<file path="config.mk">
export PLATFORM = sky130hd
export DESIGN_NAME = mips_multicycle_ctrl
export DESIGN_NICKNAME = d
export VERILOG_FILES = /design/src/rtl/mips_multicycle_ctrl.sv
export SDC_FILE = /design/constraint.sdc
export NUM_CORES = 1
export LEC_CHECK = 0
export BUFFER_PORTS_ARGS = -buffer_cell sky130_fd_sc_hd__buf_2
export CORE_MARGIN = 4
export CORE_UTILIZATION = 51
export DETAILED_ROUTE_END_ITERATION = 6
export HOLD_SLACK_MARGIN = 0.03
export PLACE_DENSITY = 0.83
export SLEW_MARGIN = 20
export SYNTH_ARGS = -nofsm -noshare
export SYNTH_HDL_FRONTEND = slang
export SYNTH_SLANG_ARGS = --single-unit
</file>
<file path="constraint.sdc">
create_clock -name clk -period 3.2 [get_ports clk]
set_input_delay 0.64 -clock clk [delete_from_list [all_inputs] [get_ports clk]]
set_output_delay 0.64 -clock clk [all_outputs]
set_load 0.05 [all_outputs]
</file>
<file path="src/rtl/mips_multicycle_ctrl.sv">
// rtl/mips_multicycle_ctrl.sv - multicycle MIPS main control FSM (optional perf counters: CTRL_PERF_CNT_EN)
module mips_multicycle_ctrl #(
    parameter int FETCH_PC_INC = 4,
    parameter bit ILLEGAL_TRAP = 1'b0
) (
    input  logic       clk,
    input  logic       reset,
    input  logic [5:0] opcode,
    input  logic [5:0] funct,
    input  logic       stall,
    input  logic       OUTLSB,
    output logic       PcEn,
    output logic       IorD,
    output logic       IrWrite,
    output logic       IrSel,
    output logic       RegDst,
    output logic       MemToReg,
    output logic       RegWrite,
    output logic       ALUSrcA,
    output logic       ExtSel,
    output logic       ALUsel,
    output logic       PCSrc,
    output logic       MemWrite,
    output logic [1:0] ALUSrcB,
    output logic [3:0] ALUControl,
    output logic       illegal
`ifdef CTRL_PERF_CNT_EN
    ,
    output logic [31:0] cycle_cnt,
    output logic [31:0] instr_cnt
`endif
);

    typedef enum logic [3:0] {
        S_RST, S_FETCH, S_DECODE, S_EXEC_R, S_ALUWB, S_EXEC_I, S_IMMWB,
        S_MEMADR, S_MEMRD, S_MEMWB, S_MEMWR, S_BRANCH, S_ILLEGAL
    } state_t;

    localparam logic [3:0] ALU_ADD = 4'b0010;
    localparam logic [3:0] ALU_AND = 4'b0000;
    localparam logic [3:0] ALU_OR  = 4'b0001;
    localparam logic [3:0] ALU_SLT = 4'b0111;
    localparam logic [3:0] ALU_SEQ = 4'b1000;
    localparam logic [3:0] ALU_R   = 4'b1111;

    state_t     state, state_next;
    logic [3:0] imm_alu, imm_alu_dec;
    logic       imm_ext, is_bne, illegal_q;

    // funct is decoded by the ALU itself; the PC increment constant lives in the datapath
    logic unused_ok;
    assign unused_ok = ^{funct, FETCH_PC_INC[0]};

    always_comb begin
        imm_alu_dec = ALU_ADD;
        case (opcode)
            6'h0A:   imm_alu_dec = ALU_SLT;
            6'h0C:   imm_alu_dec = ALU_AND;
            6'h0D:   imm_alu_dec = ALU_OR;
            default: imm_alu_dec = ALU_ADD;
        endcase
    end

    // Per-instruction attributes are captured in DECODE so later states decode from registers only
    always_ff @(posedge clk) begin
        if (!reset) begin
            state     <= S_RST;
            imm_alu   <= ALU_ADD;
            imm_ext   <= 1'b0;
            is_bne    <= 1'b0;
            illegal_q <= 1'b0;
        end else begin
            state <= state_next;
            if (state == S_DECODE) begin
                imm_alu <= imm_alu_dec;
                imm_ext <= (opcode == 6'h0C) || (opcode == 6'h0D);
                is_bne  <= (opcode == 6'h05);
            end
            if (state == S_ILLEGAL)
                illegal_q <= 1'b1;
        end
    end

    always_comb begin
        state_next = state;
        PcEn = 1'b0; IorD = 1'b0; IrWrite = 1'b0; IrSel = 1'b0;
        RegDst = 1'b0; MemToReg = 1'b0; RegWrite = 1'b0; ALUSrcA = 1'b0;
        ExtSel = 1'b0; ALUsel = 1'b0; PCSrc = 1'b0; MemWrite = 1'b0;
        ALUSrcB = 2'b00; ALUControl = 4'b0000;
        illegal = illegal_q;
        case (state)
            S_RST: state_next = S_FETCH;
            S_FETCH: begin
                IrWrite = 1'b1; ALUSrcB = 2'b01; ALUControl = ALU_ADD; PcEn = 1'b1;
                state_next = S_DECODE;
            end
            S_DECODE: begin
                IrSel = 1'b1; ALUSrcB = 2'b11; ALUControl = ALU_ADD;
                case (opcode)
                    6'h00:                             state_next = S_EXEC_R;
                    6'h23, 6'h2B:                      state_next = S_MEMADR;
                    6'h04, 6'h05:                      state_next = S_BRANCH;
                    6'h08, 6'h09, 6'h0A, 6'h0C, 6'h0D: state_next = S_EXEC_I;
                    default:                           state_next = S_ILLEGAL;
                endcase
            end
            S_EXEC_R: begin
                IrSel = 1'b1; ALUSrcA = 1'b1; ALUControl = ALU_R;
                if (!stall)
                    state_next = S_ALUWB;
            end
            S_ALUWB: begin
                IrSel = 1'b1; RegDst = 1'b1; MemToReg = 1'b1; ALUsel = 1'b1; RegWrite = 1'b1;
                state_next = S_FETCH;
            end
            S_EXEC_I: begin
                IrSel = 1'b1; ALUSrcA = 1'b1; ALUSrcB = 2'b10;
                ExtSel = imm_ext; ALUControl = imm_alu;
                state_next = S_IMMWB;
            end
            S_IMMWB: begin
                IrSel = 1'b1; ALUSrcA = 1'b1; ALUSrcB = 2'b10;
                ExtSel = imm_ext; ALUControl = imm_alu;
                MemToReg = 1'b1; ALUsel = 1'b1; RegWrite = 1'b1;
                state_next = S_FETCH;
            end
            S_MEMADR: begin
                IrSel = 1'b1; ALUSrcA = 1'b1; ALUSrcB = 2'b10; ALUControl = ALU_ADD;
                state_next = (opcode == 6'h2B) ? S_MEMWR : S_MEMRD;
            end
            S_MEMRD: begin
                IrSel = 1'b1; IorD = 1'b1; ALUsel = 1'b1;
                state_next = S_MEMWB;
            end
            S_MEMWB: begin
                IrSel = 1'b1; RegWrite = 1'b1;
                state_next = S_FETCH;
            end
            S_MEMWR: begin
                IrSel = 1'b1; IorD = 1'b1; ALUsel = 1'b1; MemWrite = 1'b1;
                state_next = S_FETCH;
            end
            S_BRANCH: begin
                IrSel = 1'b1; ALUSrcA = 1'b1; ALUControl = ALU_SEQ; ALUsel = 1'b1;
                PcEn = OUTLSB ^ is_bne;
                state_next = S_FETCH;
            end
            S_ILLEGAL: begin
                illegal = 1'b1;
                state_next = ILLEGAL_TRAP ? S_ILLEGAL : S_FETCH;
            end
            default: state_next = S_RST;
        endcase
    end

`ifdef CTRL_PERF_CNT_EN
    always_ff @(posedge clk) begin
        if (!reset) begin
            cycle_cnt <= 32'd0;
            instr_cnt <= 32'd0;
        end else begin
            if (state != S_RST)
                cycle_cnt <= cycle_cnt + 32'd1;
            if (state inside {S_ALUWB, S_IMMWB, S_MEMWB, S_MEMWR, S_BRANCH})
                instr_cnt <= instr_cnt + 32'd1;
        end
    end
`endif

endmodule

</file>
* Yosys cells after proc, flatten, opt, wreduce, memory -nomap -nowiden
Index checks and enable logic that the tools add are counted.
Cells by class: multiplexer cells 19, bitwise operators 1, reductions and logical operators 16, equality and inequality tests 22
Operators by type and width (count):
- $pmux W4 S4 | 2
- $eq A6 B4 Y1 const B | 5
- $pmux W4 S7 | 1
- $eq A4 B4 Y1 const B | 5
- $eq A4 B3 Y1 const B | 4
- $reduce_or A5 Y1 | 3
- $eq A6 B3 Y1 const B | 2
- $eq A6 B6 Y1 const B | 2
- $mux W1 | 11
- $reduce_or A10 Y1 | 1
- $reduce_or A2 Y1 | 5
- $pmux W3 S3 | 1
- $reduce_or A3 Y1 | 3
- $eq A4 B2 Y1 const B | 2
- $reduce_or A7 Y1 | 1
- $logic_not A6 Y1 | 1
- $pmux W2 S3 | 1
- $eq A4 B1 Y1 const B | 1
- $logic_not A4 Y1 | 1
- $mux W4 | 1
- $mux W2 | 1
- $ne A2 B2 Y1 const B | 1
- $pmux W1 S2 | 1
- $logic_or A1 B1 Y1 | 1
- $xor A1 B1 Y1 | 1
Storage, ports and cells: register bits after elaboration 11, input port bits 16, word-level logic and storage cells 63

* Logic depth before layout (Yosys ltp)
depth after elaboration 4, depth in mapped cells 6

* Worst setup path before layout
OpenSTA, ideal clock, no wires.
path kind register to output, start reg state[1], end out ExtSel, path buffers 2, required time 2560 ps, arrival time 2159 ps, setup slack 401 ps, stages on the path, launching flop included 5, cells stage by stage dfxtp_1 clkbuf_1 buf_1 xnor2_1 nor3b_1
On the way: longest elaborated chain between the ends 3, elaborated cells on any way between the ends 4, those cells by class 2 x eq/ne; 1 x mux; 1 x reduce/logical
Ends and longest elaborated chain:
- start, declared | RTL line 46 | state_t state, state_next;
- start signal, assigned | RTL line 73 | state <= state_next;
- $eq A4 B3 Y1 | RTL line 91 | case (state)
- $reduce_or A2 Y1 (no line) (*)
- $mux W1 (*) | RTL line 91
- end, declared | RTL line 20 | output logic ExtSel,
Mark *: on every way between the ends. The rest lies on a longest branch, timed or not.

* Worst setup path in the final report
start reg state[0], end out ALUControl[2]
On the way: longest elaborated chain between the ends 3, elaborated cells on any way between the ends 10, those cells by class 7 x eq/ne; 1 x mux; 2 x reduce/logical
Ends and longest elaborated chain:
- $eq A4 B2 Y1 (tied with other cells) | RTL line 91
- $reduce_or A3 Y1 (no line) or $reduce_or A2 Y1 (tied branches)
- $pmux W4 S4 (*) | RTL line 91
- end, declared | RTL line 25 | output logic [3:0] ALUControl,
Marked as above.

==> results.tsv <==
stage	metric	value	unit
yosys	Synth Area in Simple Gates	37.7	%
layout	Antenna Cells	0	
worst_setup_path	Worst Setup Start Kind	flip-flop	
layout	Layout area overhead	16.6	%
worst_setup_path	Worst setup EP type	primary output	
yosys	ys flop type	dfxtp_1	
layout	# fillers	152	
detailed_routing	WL met2	995	um
floorplan	Die Area	0.00240	mm2
worst_setup_path	Reg-to-Reg End	imm_alu[1]$_SDFFE_PN1P_	
placed_design	port bufs	27	
cts	Post-CTS Setup Repair Bufs	0	
power	static leakage	0.000464	uW
detailed_routing	post-route ant nets	0	
sta	Final Skew	2.91	ps
power	cell internal pwr	261	uW
layout	leading cell type in the layout, fill and taps excluded	buf_2	
sta	hold_ws	477	ps
yosys	post-synthesis compound-gate area fraction	25.1	%
grt	first-pass GRT wire length	3.62	mm
yosys	#FFs+latches synth	10	
layout	Final Non-Filler Cells	153	
cts	post-CTS sizing	0	
floorplan	Starting Density	55.6	%
hold_path	WHS Path Cells	2	
power	NetSw	223	uW
yosys	xor/xnor share of the synthesized area	4.09	%
yosys	Distinct cells, synth	43	
cts	Clock Latency Late Sink	270	ps
sta	Slew Limit Headroom	49.7	%
cts	Reg clk slew, reported paths	70	ps
sta	Setup WS post-layout	578	ps
sta	post-route setup TNS	0	ps
floorplan	I/O pins	35	
layout	Core Util, Final	64.9	%
worst_setup_path	critical path arrival	1980	ps
grt	grt ovf	0	
cts	TritonCTS buffer count	3	
hold_path	hold wc startpoint	is_bne$_SDFFE_PN0P_	
detailed_routing	Via density	6.09	
sta	unrepaired setup endpoints after global routing	false	
yosys	ys async rst share	0	%
yosys	largest family of logic cells by synthesized area	simple AND/OR/NAND/NOR gates	
cts	# clock sinks	10	
grt	largest net degree at the start of global routing	23	
yosys	Synth Area in Adders	0	%
worst_setup_path	Data required, critical path	2560	ps
sta	Slew @ Worst Pin	754	ps
detailed_routing	DRT iter0 DRCs	23	
cts	H-tree depth reported by CTS	1	
sta	endpoints failing hold	0	
detailed_routing	Routed wire per std cell	14.0	um
placed_design	post-place setup slack	975	ps
detailed_routing	Top Metal Used	met4	
yosys	Post-synth EDFFs	0	
sta	Final Setup Violations	0	
cts	TritonCTS clock tree	yes	
power	peak supply drop	0.204	mV
cts	CTS max path bufs	2	
power	Sw Share	46.1	%
floorplan	chip height	49.0	um
detailed_routing	Total Wirelength	2.14	mm
yosys	area of the mapped netlist	857	um2
detailed_routing	first-pass iteration count of the detailed router	4	
yosys	mean post-synth cell area	7.26	um2
grt	GRT Util Overall	18.3	%
flow_run	max_cap viols	0	
floorplan	Die X	49.0	um
floorplan	Core Area	0.00154	mm2
power	PD cells	483	mW/mm2
placed_design	Placed Cells	149	
sta	Final Max Slew Viols	0	
cts	Clock Tree Root	clkbuf_4	
hold_path	WHS Endpoint	is_bne$_SDFFE_PN0P_	
hold_path	Worst Hold Class	flip-flop to flip-flop	
detailed_routing	vias	932	
detailed_routing	WL met3	146	um
grt	initial antenna violation count	0	
yosys	post-synthesis sequential area ratio	23.4	%
power	sequential power share	33.0	%
detailed_routing	DRT met1 WL	942	um
layout	NumNets Final	154	
yosys	Yosys warnings	0	
yosys	multiplexer share of the synthesized area	2.34	%
sta	maximum clock frequency	381	MHz
worst_setup_path	R2R setup slack	1150	ps
run_status	status	completed	
worst_setup_path	kind of critical path	flip-flop to primary output	
sta	fin crit share	81.9	%
layout	ratio of cells with drive above 1 in the final layout	24.8	%
yosys	syn nets	134	
floorplan	Row Count	14	
grt	vias in the first global route	820	
sta	minimum clock period	2620	ps
placed_design	post-DP HPWL	1.52	mm
placed_design	gp weighted congestion	0.836	
worst_setup_path	reg2reg path depth	4	
layout	commonest non-fill, non-tap cells in the layout	buf_2, nor2_1, dfxtp_1	
yosys	Post-Syn Instances	118	
power	combinational fraction of design power	42.6	%
power	Clock power frac	24.4	%
detailed_routing	DRC viols	0	
worst_setup_path	Reg-to-Reg Start	state[1]$_SDFFE_PN0P_	
worst_setup_path	CP Max Fanout	22	
cts	cts hold-fix bufs	0	
through the flow:
stage | total power, uW | area, um2
2_1_floorplan | 325 | 857
3_3_place_gp | 363 | 963
3_5_place_dp | 368 | 963
4_1_cts | 482 | 1000
5_1_grt | 506 | 1000
6_report | 483 | 1000
cell usage after synthesis (3+ instances only):
| library cell | instances | area [um2] |
|---|---|---|
| dfxtp_1 | 10 | 200 |
| nor3_1 | 6 | 30.0 |
| a21oi_1 | 7 | 35.0 |
| clkbuf_1 | 8 | 30.0 |
| buf_1 | 3 | 11.3 |
| nand2b_1 | 5 | 31.3 |
| nor2b_1 | 5 | 31.3 |
| inv_1 | 3 | 11.3 |
| nand2_1 | 7 | 26.3 |
| nand3_1 | 5 | 25.0 |
| nor2_1 | 11 | 41.3 |
| and2_1 | 3 | 18.8 |
| o21ai_0 | 4 | 20.0 |
power by group through the flow:
stage | registers (uW) | clock network, uW | logic [uW]
finish | 159 | 118 | 206
global route | 162 | 123 | 220
CTS | 158 | 117 | 207
detailed placement | 161 | 0 | 206
global placement | 161 | 0 | 202
floorplan | 135 | 0 | 190
logic make-up after synthesis:
kind of cell	count (synthesis)
AND/OR/NAND/NOR	55
other	1
buffers and inverters	15
multiplexers	2
flip-flops	10
XOR/XNOR	4
AO/OA/AOI/OAI	31
worst max-delay path, stage by stage, from the launching register on:
cell and delay (ps):
dfxtp_1 810, xor2_1 250, nand3_1 100, a21oi_1 230, buf_2 310
sequential cells by signal, summed over array words and instances, names as in the netlist:
register	flops
imm_alu	3
imm_ext	1
is_bne	1
state	4
illegal_q	1
layout make-up:
cell class                 instances  area (um2)  area share, %
multi-input combinational         93         597           59.7
sequential                        10         200           20.0
timing repair buffer              27         135           13.5
clock buffer                       4        36.3           3.63
tap                               16        20.0           2.00
inverter                           3        11.3           1.13
per-layer routing:
metal / global-route usage (%) / up-vias
met5: 0 / -
met4: 8.07 / 0
met3: 2.14 / 4
met2: 30.9 / 40
met1: 22.9 / 429
li1: - / 459
worst max path at each step:
| stage | start | depth (start not counted) | to |
|---|---|---|---|
| after floorplan | state[1]$_SDFFE_PN0P_ | 4 | ExtSel |
| after global placement | state[0]$_SDFFE_PN0P_ | 4 | ALUControl[2] |
| after detailed placement | state[0]$_SDFFE_PN0P_ | 4 | ALUControl[2] |
| after CTS | state[0]$_SDFFE_PN0P_ | 4 | ALUControl[2] |
| after global routing | state[0]$_SDFFE_PN0P_ | 4 | ALUControl[0] |
| final | state[0]$_SDFFE_PN0P_ | 4 | ALUControl[2] |
Power figures use the tool's default switching activity.
